===== config.mk =====
export PLATFORM = sky130hd
export DESIGN_NAME = decod
export DESIGN_NICKNAME = d
export VERILOG_FILES = /design/src/rtl/decod_pkg.sv /design/src/rtl/decod_syndrome.sv /design/src/rtl/decod.sv
export SDC_FILE = /design/constraint.sdc
export NUM_CORES = 1
export LEC_CHECK = 0
export CAP_MARGIN = 20
export CORE_AREA = 2 2 46 48
export DETAILED_ROUTE_END_ITERATION = 8
export DIE_AREA = 0 0 48 50
export PLACE_DENSITY_LB_ADDON = 0.2
export REMOVE_ABC_BUFFERS = 1
export SYNTH_ARGS = -nofsm -noshare
export SYNTH_HDL_FRONTEND = slang
export SYNTH_SLANG_ARGS = --single-unit

===== constraint.sdc =====
create_clock -name clk -period 0.8 [get_ports clk]
set_input_delay 0.2 -clock clk [delete_from_list [all_inputs] [get_ports clk]]
set_output_delay 0.2 -clock clk [all_outputs]
set_load 0.02 [all_outputs]

===== src/rtl/decod_pkg.sv =====
// -----------------------------------------------------------------------------
// decod_pkg
// Shared constants and types for the Hamming(7,4) decoder.
//
// Codeword bit ordering: bit [6] is Hamming position 1, bit [0] is position 7,
// so position p sits at bit index (CW_W - p).
// -----------------------------------------------------------------------------
package decod_pkg;

    localparam int CW_W   = 7;  // codeword width
    localparam int DATA_W = 4;  // decoded data width

    // Bit indices of each Hamming position inside a codeword vector.
    // Parity positions
    localparam int POS1_IDX = 6;
    localparam int POS2_IDX = 5;
    localparam int POS4_IDX = 3;
    // Data positions
    localparam int POS3_IDX = 4;
    localparam int POS5_IDX = 2;
    localparam int POS6_IDX = 1;
    localparam int POS7_IDX = 0;

    // {s4, s2, s1}; numerically equals the erroneous position, 0 = clean
    typedef logic [2:0] syndrome_t;

endpackage


===== src/rtl/decod_syndrome.sv =====
// -----------------------------------------------------------------------------
// hamming_syndrome
// Purely combinational Hamming(7,4) syndrome generator.
//
// Ports
//   cw_in   in   7  received codeword (bit [6] = position 1)
//   syn_out out  3  {s4, s2, s1}; equals the erroneous position, 0 if none
// -----------------------------------------------------------------------------
module hamming_syndrome
    import decod_pkg::*;
(
    input  logic [CW_W-1:0] cw_in,
    output syndrome_t       syn_out
);

    logic s1;
    logic s2;
    logic s4;

    // Each check covers the positions whose index has that bit set.
    assign s1 = cw_in[POS1_IDX] ^ cw_in[POS3_IDX] ^ cw_in[POS5_IDX] ^ cw_in[POS7_IDX];
    assign s2 = cw_in[POS2_IDX] ^ cw_in[POS3_IDX] ^ cw_in[POS6_IDX] ^ cw_in[POS7_IDX];
    assign s4 = cw_in[POS4_IDX] ^ cw_in[POS5_IDX] ^ cw_in[POS6_IDX] ^ cw_in[POS7_IDX];

    assign syn_out = {s4, s2, s1};

endmodule


===== src/rtl/decod.sv =====
// -----------------------------------------------------------------------------
// decod
// Single-error-correcting Hamming(7,4) decoder, one-cycle latency, fully
// pipelined. Double-bit errors are miscorrected as single errors.
//
// Optional feature macro: DECOD_ERR_CNT_EN adds the err_cnt port and a
// saturating corrected-error counter of width CNT_W.
//
// Handshake: in_vld qualifies data_h_in for one cycle; there is no ready,
// every cycle with in_vld=1 accepts a word. out_vld is in_vld delayed by one
// cycle and qualifies data_out/data_nib/syndrome/err. Those outputs hold
// their last value while out_vld=0.
//
// Ports
//   clk        in   1      clock, rising edge
//   rst        in   1      asynchronous active-high reset
//   data_h_in  in   7      received codeword (bit [6] = position 1)
//   in_vld     in   1      data_h_in valid
//   data_out   out  7      corrected codeword
//   data_nib   out  4      {pos3,pos5,pos6,pos7} of the corrected codeword
//   syndrome   out  3      {s4,s2,s1}
//   err        out  1      a bit was corrected
//   out_vld    out  1      outputs valid
//   err_cnt    out  CNT_W  corrected-error count (DECOD_ERR_CNT_EN only)
// -----------------------------------------------------------------------------
module decod
    import decod_pkg::*;
#(
    parameter int CNT_W = 16
) (
    input  logic              clk,
    input  logic              rst,
    input  logic [CW_W-1:0]   data_h_in,
    input  logic              in_vld,
    output logic [CW_W-1:0]   data_out,
    output logic [DATA_W-1:0] data_nib,
    output syndrome_t         syndrome,
    output logic              err,
`ifdef DECOD_ERR_CNT_EN
    output logic [CNT_W-1:0]  err_cnt,
`endif
    output logic              out_vld
);

    if (CNT_W < 1) begin : g_bad_cnt_w
        $error("decod: CNT_W must be at least 1");
    end

    syndrome_t         syn;
    logic [CW_W-1:0]   flip_mask;
    logic [CW_W-1:0]   corr_word;

    logic [CW_W-1:0]   data_out_d, data_out_q;
    logic [DATA_W-1:0] data_nib_d, data_nib_q;
    syndrome_t         syndrome_d, syndrome_q;
    logic              err_d,      err_q;
    logic              out_vld_d,  out_vld_q;

    hamming_syndrome u_syndrome (
        .cw_in   (data_h_in),
        .syn_out (syn)
    );

    // One-hot mask selecting the position named by the syndrome; an all-zero
    // syndrome matches no position, so a clean word passes unchanged.
    always_comb begin
        flip_mask = '0;
        for (int p = 1; p <= CW_W; p++) begin
            flip_mask[CW_W-p] = (syn == syndrome_t'(p));
        end
    end

    assign corr_word = data_h_in ^ flip_mask;

    always_comb begin
        data_out_d = data_out_q;
        data_nib_d = data_nib_q;
        syndrome_d = syndrome_q;
        err_d      = err_q;
        out_vld_d  = in_vld;
        if (in_vld) begin
            data_out_d = corr_word;
            // Data bits come from the corrected word, not the raw input.
            data_nib_d = {corr_word[POS3_IDX], corr_word[POS5_IDX],
                          corr_word[POS6_IDX], corr_word[POS7_IDX]};
            syndrome_d = syn;
            err_d      = (syn != '0);
        end
    end

    always_ff @(posedge clk or posedge rst) begin
        if (rst) begin
            data_out_q <= '0;
            data_nib_q <= '0;
            syndrome_q <= '0;
            err_q      <= 1'b0;
            out_vld_q  <= 1'b0;
        end else begin
            data_out_q <= data_out_d;
            data_nib_q <= data_nib_d;
            syndrome_q <= syndrome_d;
            err_q      <= err_d;
            out_vld_q  <= out_vld_d;
        end
    end

    assign data_out = data_out_q;
    assign data_nib = data_nib_q;
    assign syndrome = syndrome_q;
    assign err      = err_q;
    assign out_vld  = out_vld_q;

`ifdef DECOD_ERR_CNT_EN
    logic [CNT_W-1:0] err_cnt_d, err_cnt_q;

    // Saturating count of corrected words.
    always_comb begin
        err_cnt_d = err_cnt_q;
        if (in_vld && (syn != '0) && (err_cnt_q != {CNT_W{1'b1}})) begin
            err_cnt_d = err_cnt_q + 1'b1;
        end
    end

    always_ff @(posedge clk or posedge rst) begin
        if (rst) begin
            err_cnt_q <= '0;
        end else begin
            err_cnt_q <= err_cnt_d;
        end
    end

    assign err_cnt = err_cnt_q;
`endif

endmodule


Yosys cells after proc, flatten, opt, wreduce, memory -nomap -nowiden
Index checks and enable logic that the tools add are counted.
W data, S select, Z words.
{"block": "classes", "eq_ne": 7, "reduce_logical": 1, "n_bitwise": 10}
{"cell": "$eq A3 B3 Y1 const B", "count": 4}
{"cell": "$xor A1 B1 Y1", "count": 9}
{"cell": "$xor A7 B7 Y7", "count": 1}
{"cell": "$eq A3 B2 Y1 const B", "count": 2}
{"cell": "$eq A3 B1 Y1 const B", "count": 1}
{"cell": "$reduce_bool A3 Y1", "count": 1}
{"block": "totals", "reg_bits": 16, "inputBits": 10, "word_cells": 23}

Logic depth before layout (Yosys ltp)
{"block": "depth", "word_depth": 5, "depth_mapped": 5, "depth_no_buf": 4}

Cells and area by module
A second synthesis with hierarchy kept.
{"block": "hier_totals", "hier_cells": 67, "hier_area_um2": 705.7}
{"module": "decod", "n_inst": 1, "area_per_inst_um2": 613.1, "seq_area_each_um2": 300.3, "cells_per_inst": 56}
{"module": "hamming_syndrome", "n_inst": 1, "area_per_inst_um2": 92.6, "seq_area_each_um2": 0.0, "cells_per_inst": 11}

Worst setup path before layout
OpenSTA, ideal clock, no wires.
{"block": "synth_path", "path_type": "input to register", "start": "input port data_h_in[1]", "end": "register data_out_q[4] (netlist: data_out[4])", "cell_stages": 4, "arrival_time_ns": 1.483, "t_required_ns": 0.718, "setup_ns": 0.082, "path_slack_ns": -0.765, "n_path_buf": 0, "cell_sequence": "xnor3_2 -> xnor2_1 -> or4_1 -> a31oi_1"}
{"block": "synth_via", "elab_chain_len": 4, "word_cells_on_any_way": 6, "cone_classes": "eq/ne: 1; bitwise: 5"}
{"element": "start, declared", "line_no": "decod.sv:33", "rtl": "input logic [CW_W-1:0] data_h_in,"}
{"element": "$xor A1 B1 Y1, on equally long branches (2 in a row)", "line_no": "decod_syndrome.sv:22, decod_syndrome.sv:23"}
{"element": "$eq A3 B2 Y1 (*)", "line_no": "decod.sv:69", "rtl": "flip_mask[CW_W-p] = (syn == syndrome_t'(p));"}
{"element": "$xor A7 B7 Y7 (*)", "line_no": "decod.sv:73", "rtl": "assign corr_word = data_h_in ^ flip_mask;"}
{"element": "end signal, assigned", "line_no": "decod.sv:99", "rtl": "data_out_q <= data_out_d;"}
{"element": "end, declared", "line_no": "decod.sv:53", "rtl": "logic [CW_W-1:0] data_out_d, data_out_q;"}
Mark *: on every way between the ends. The rest lies on a longest branch, timed or not.
A chain may end at the register's enable or synchronous reset.

Final worst setup path
Same ends and word-level chain as after synthesis.

==> qor.yml <==
global_routing:
  grt_pass1_vias: 745
  antenna_found_initial: 0
  grt_overflow: 0
  grt_max_degree: 24
  grtUsageTotal: 0.1921
  grt_pass1_wl_um: 3236
sta:
  post-route-period-util: 1.928
  finalMaxSlewViolations: 0
  setup_violations: 27
  hold_violations: 0
  fmax_mhz: 648.4
  rsz0062_at_grt: "true"
  fin_ws_ns: -0.7422
  relSlewSlack: 0.7886
  finClkSkew_ns: 0
  tightest_slew_ns: 0.3156
  finalCriticalPeriod_ns: 1.542
  fin_setup_tns_ns: -9.460
synthesis:
  synth_top_area_cell: "dfrtp_1"
  synth_area_leaders: "dfrtp_1 44%, xnor2_1 10%, o31ai_1 6.7%"
  synth_area_per_cell_um2: 10.10
  synth-seq-cells: 12
  synth.distinct_cells: 17
  yosysSeqAreaShare: 0.4436
  yosys_warnings: 0
  netlist_area_um2: 676.9
  synthCells: 67
  yosys.area.top_type_share: 0.4436
drt:
  wl_per_cell_um: 15.08
  totalWireLength_um: 2338
  post_drt_via_cell_ratio: 5.097
  drc: 0
  antenna_left: 0
  drt_iter0_markers: 7
  vias: 790
  first_pass_iters: 4
clocking:
  cts_tree: "yes"
  cts_buffers: 3
  cts.htree.levels: 1
  cts.clk_slew.worst_paths_ns: 0.09
  hold_buffers: 0
  insertion_delay_ns: 0.28
  clk_path_buf_depth: 2
  cts.sinks: 12
  cts_root_buf: "clkbuf_4"
layout:
  final_nets: 139
  fin_area_mm2: 0.001540
  drive_gt1_frac: 0.6953
  nFillCells: 110
  syn_to_final_growth_pct: 127.5
  diodes: 0
worst_hold_path:
  hp-class: "input pin to async pin"
pwr:
  vdd_drop_max_v: 0.001008
  p_total_mw: 2.988
  p_leak_nw: 0.6684
  power.density_mw_per_mm2: 1940
setup_path:
  arrival_ns: 1.73
  crit_required_ns: 0.99
  endpoint_kind: "flip-flop"
  critPathMaxFanout: 5
  start_kind: "input pin"
  critPathKind: "input pin to flip-flop"
floorplan:
  die_area_mm2: 0.002400
  dieWidth_um: 48
  initial_core_util: 0.3559
  core_area_mm2: 0.001902
  die_y_um: 50
  io_pins: 26
  rows: 16
place:
  pre_cts_ws_ns: -1.359
  placed_area_mm2: 0.001109
  gp_congestion: 0.7898
  dp_hpwl_um: 1260
  port_buffers: 25
flow_run:
  drv_cap: 0
outcome:
  status: "finished, violations left"
  failed_checks: "negative setup slack"
## registers in the layout, indices dropped and copies added (netlist names)
name and cells:
out_vld 1, data_out 7, err 1, syndrome 3
## stage by stage
| step | utilization | hold slack [ns] | instances |
|---|---|---|---|
| 2_1_floorplan | - | 0.06470 | 60 |
| 3_3_place_gp | 0.5829 | 0.5105 | 134 |
| 3_5_place_dp | 0.5829 | 0.5119 | 134 |
| 4_1_cts | 0.7230 | 0.2298 | 150 |
| 5_1_grt | 0.8099 | 0.2370 | 155 |
| 6_report | 0.8099 | 0.2104 | 155 |
## area by class of cell
class	count	area, µm²	area share
repair buffers	64	600.6	0.3899
multi-input cells	47	565.5	0.3672
flip-flops and latches	12	300.3	0.1950
clock buffers	4	36.28	0.02356
well taps	27	33.78	0.02193
inverters	1	3.754	0.002437
## metal layers
metal	part of all wire	global-route usage	vias to the layer above
met3	0.029	0.04029	6
met2	0.56	0.3289	22
met1	0.39	0.2087	396
li1	-	-	366
met5	0	0	-
met4	0.024	0.09910	0
## path summary, 6_finish.rpt
| path | startpoint | end | slack, ns | cells past startpoint |
|---|---|---|---|---|
| worst max-delay path | data_h_in[1] | data_out[4] | -0.74 | 5 |
| worst min-delay path | rst | data_out[0] | 0.21 | 3 |
| worst max register to register | data_out[1] | data_out[1] | -0.20 | 4 |
| worst min register to register | syndrome[1] | syndrome[1] | 0.58 | 2 |
| max in group asynchronous | rst | err | 0.47 | 3 |
| min in group clk | data_h_in[5] | data_out[5] | 0.26 | 3 |
## synthesized netlist by cell type
library cell,n
dfrtp_1,12
nor2_1,11
xnor2_1,8
a31oi_1,7
o31ai_1,6
or4_1,6
buf_4,4
a21oi_1,3
clkbuf_1,2
a41oi_1,1
buf_2,1
inv_1,1
o21ai_0,1
or3_2,1
xnor3_2,1
xor2_1,1
xor2_2,1
## cell usage in the layout, fill, tap and decap left out, drive strengths merged, types with 3 or more instances in the layout
master,synthesis,routed
o31ai,6,6
nor2,11,11
a31oi,7,7
xnor2,8,8
dfrtp,12,12
buf,5,62
or4,6,6
clkbuf,2,4
a21oi,3,3
## where the power goes
part	switching (mW)	internal [mW]
registers	0.0850	0.702
logic	0.753	0.944
clock network	0.227	0.277
## kinds of logic after synthesis
family                 Yosys count  synth area share
AO/OA/AOI/OAI                   18            0.1737
XOR/XNOR                        11            0.1756
buffers and inverters            8           0.06839
flip-flops                      12            0.4436
AND/OR/NAND/NOR                 18            0.1386
## repair_timing
| action | 4_1_cts | 5_1_grt |
|---|---|---|
| pin swaps | 19 | 10 |
| endpoints found under the setup margin | 27 | 27 |
| resized for setup | 144 | 24 |
| gates cloned | 0 | 0 |
| setup buffers | 12 | 5 |
## critical path, stage by stage
cell and delay, ns:
buf_6 0.07, xnor3_2 0.52, xnor2_4 0.21, or4_1 0.53, a31oi_1 0.21
Power figures use the tool's default switching activity.
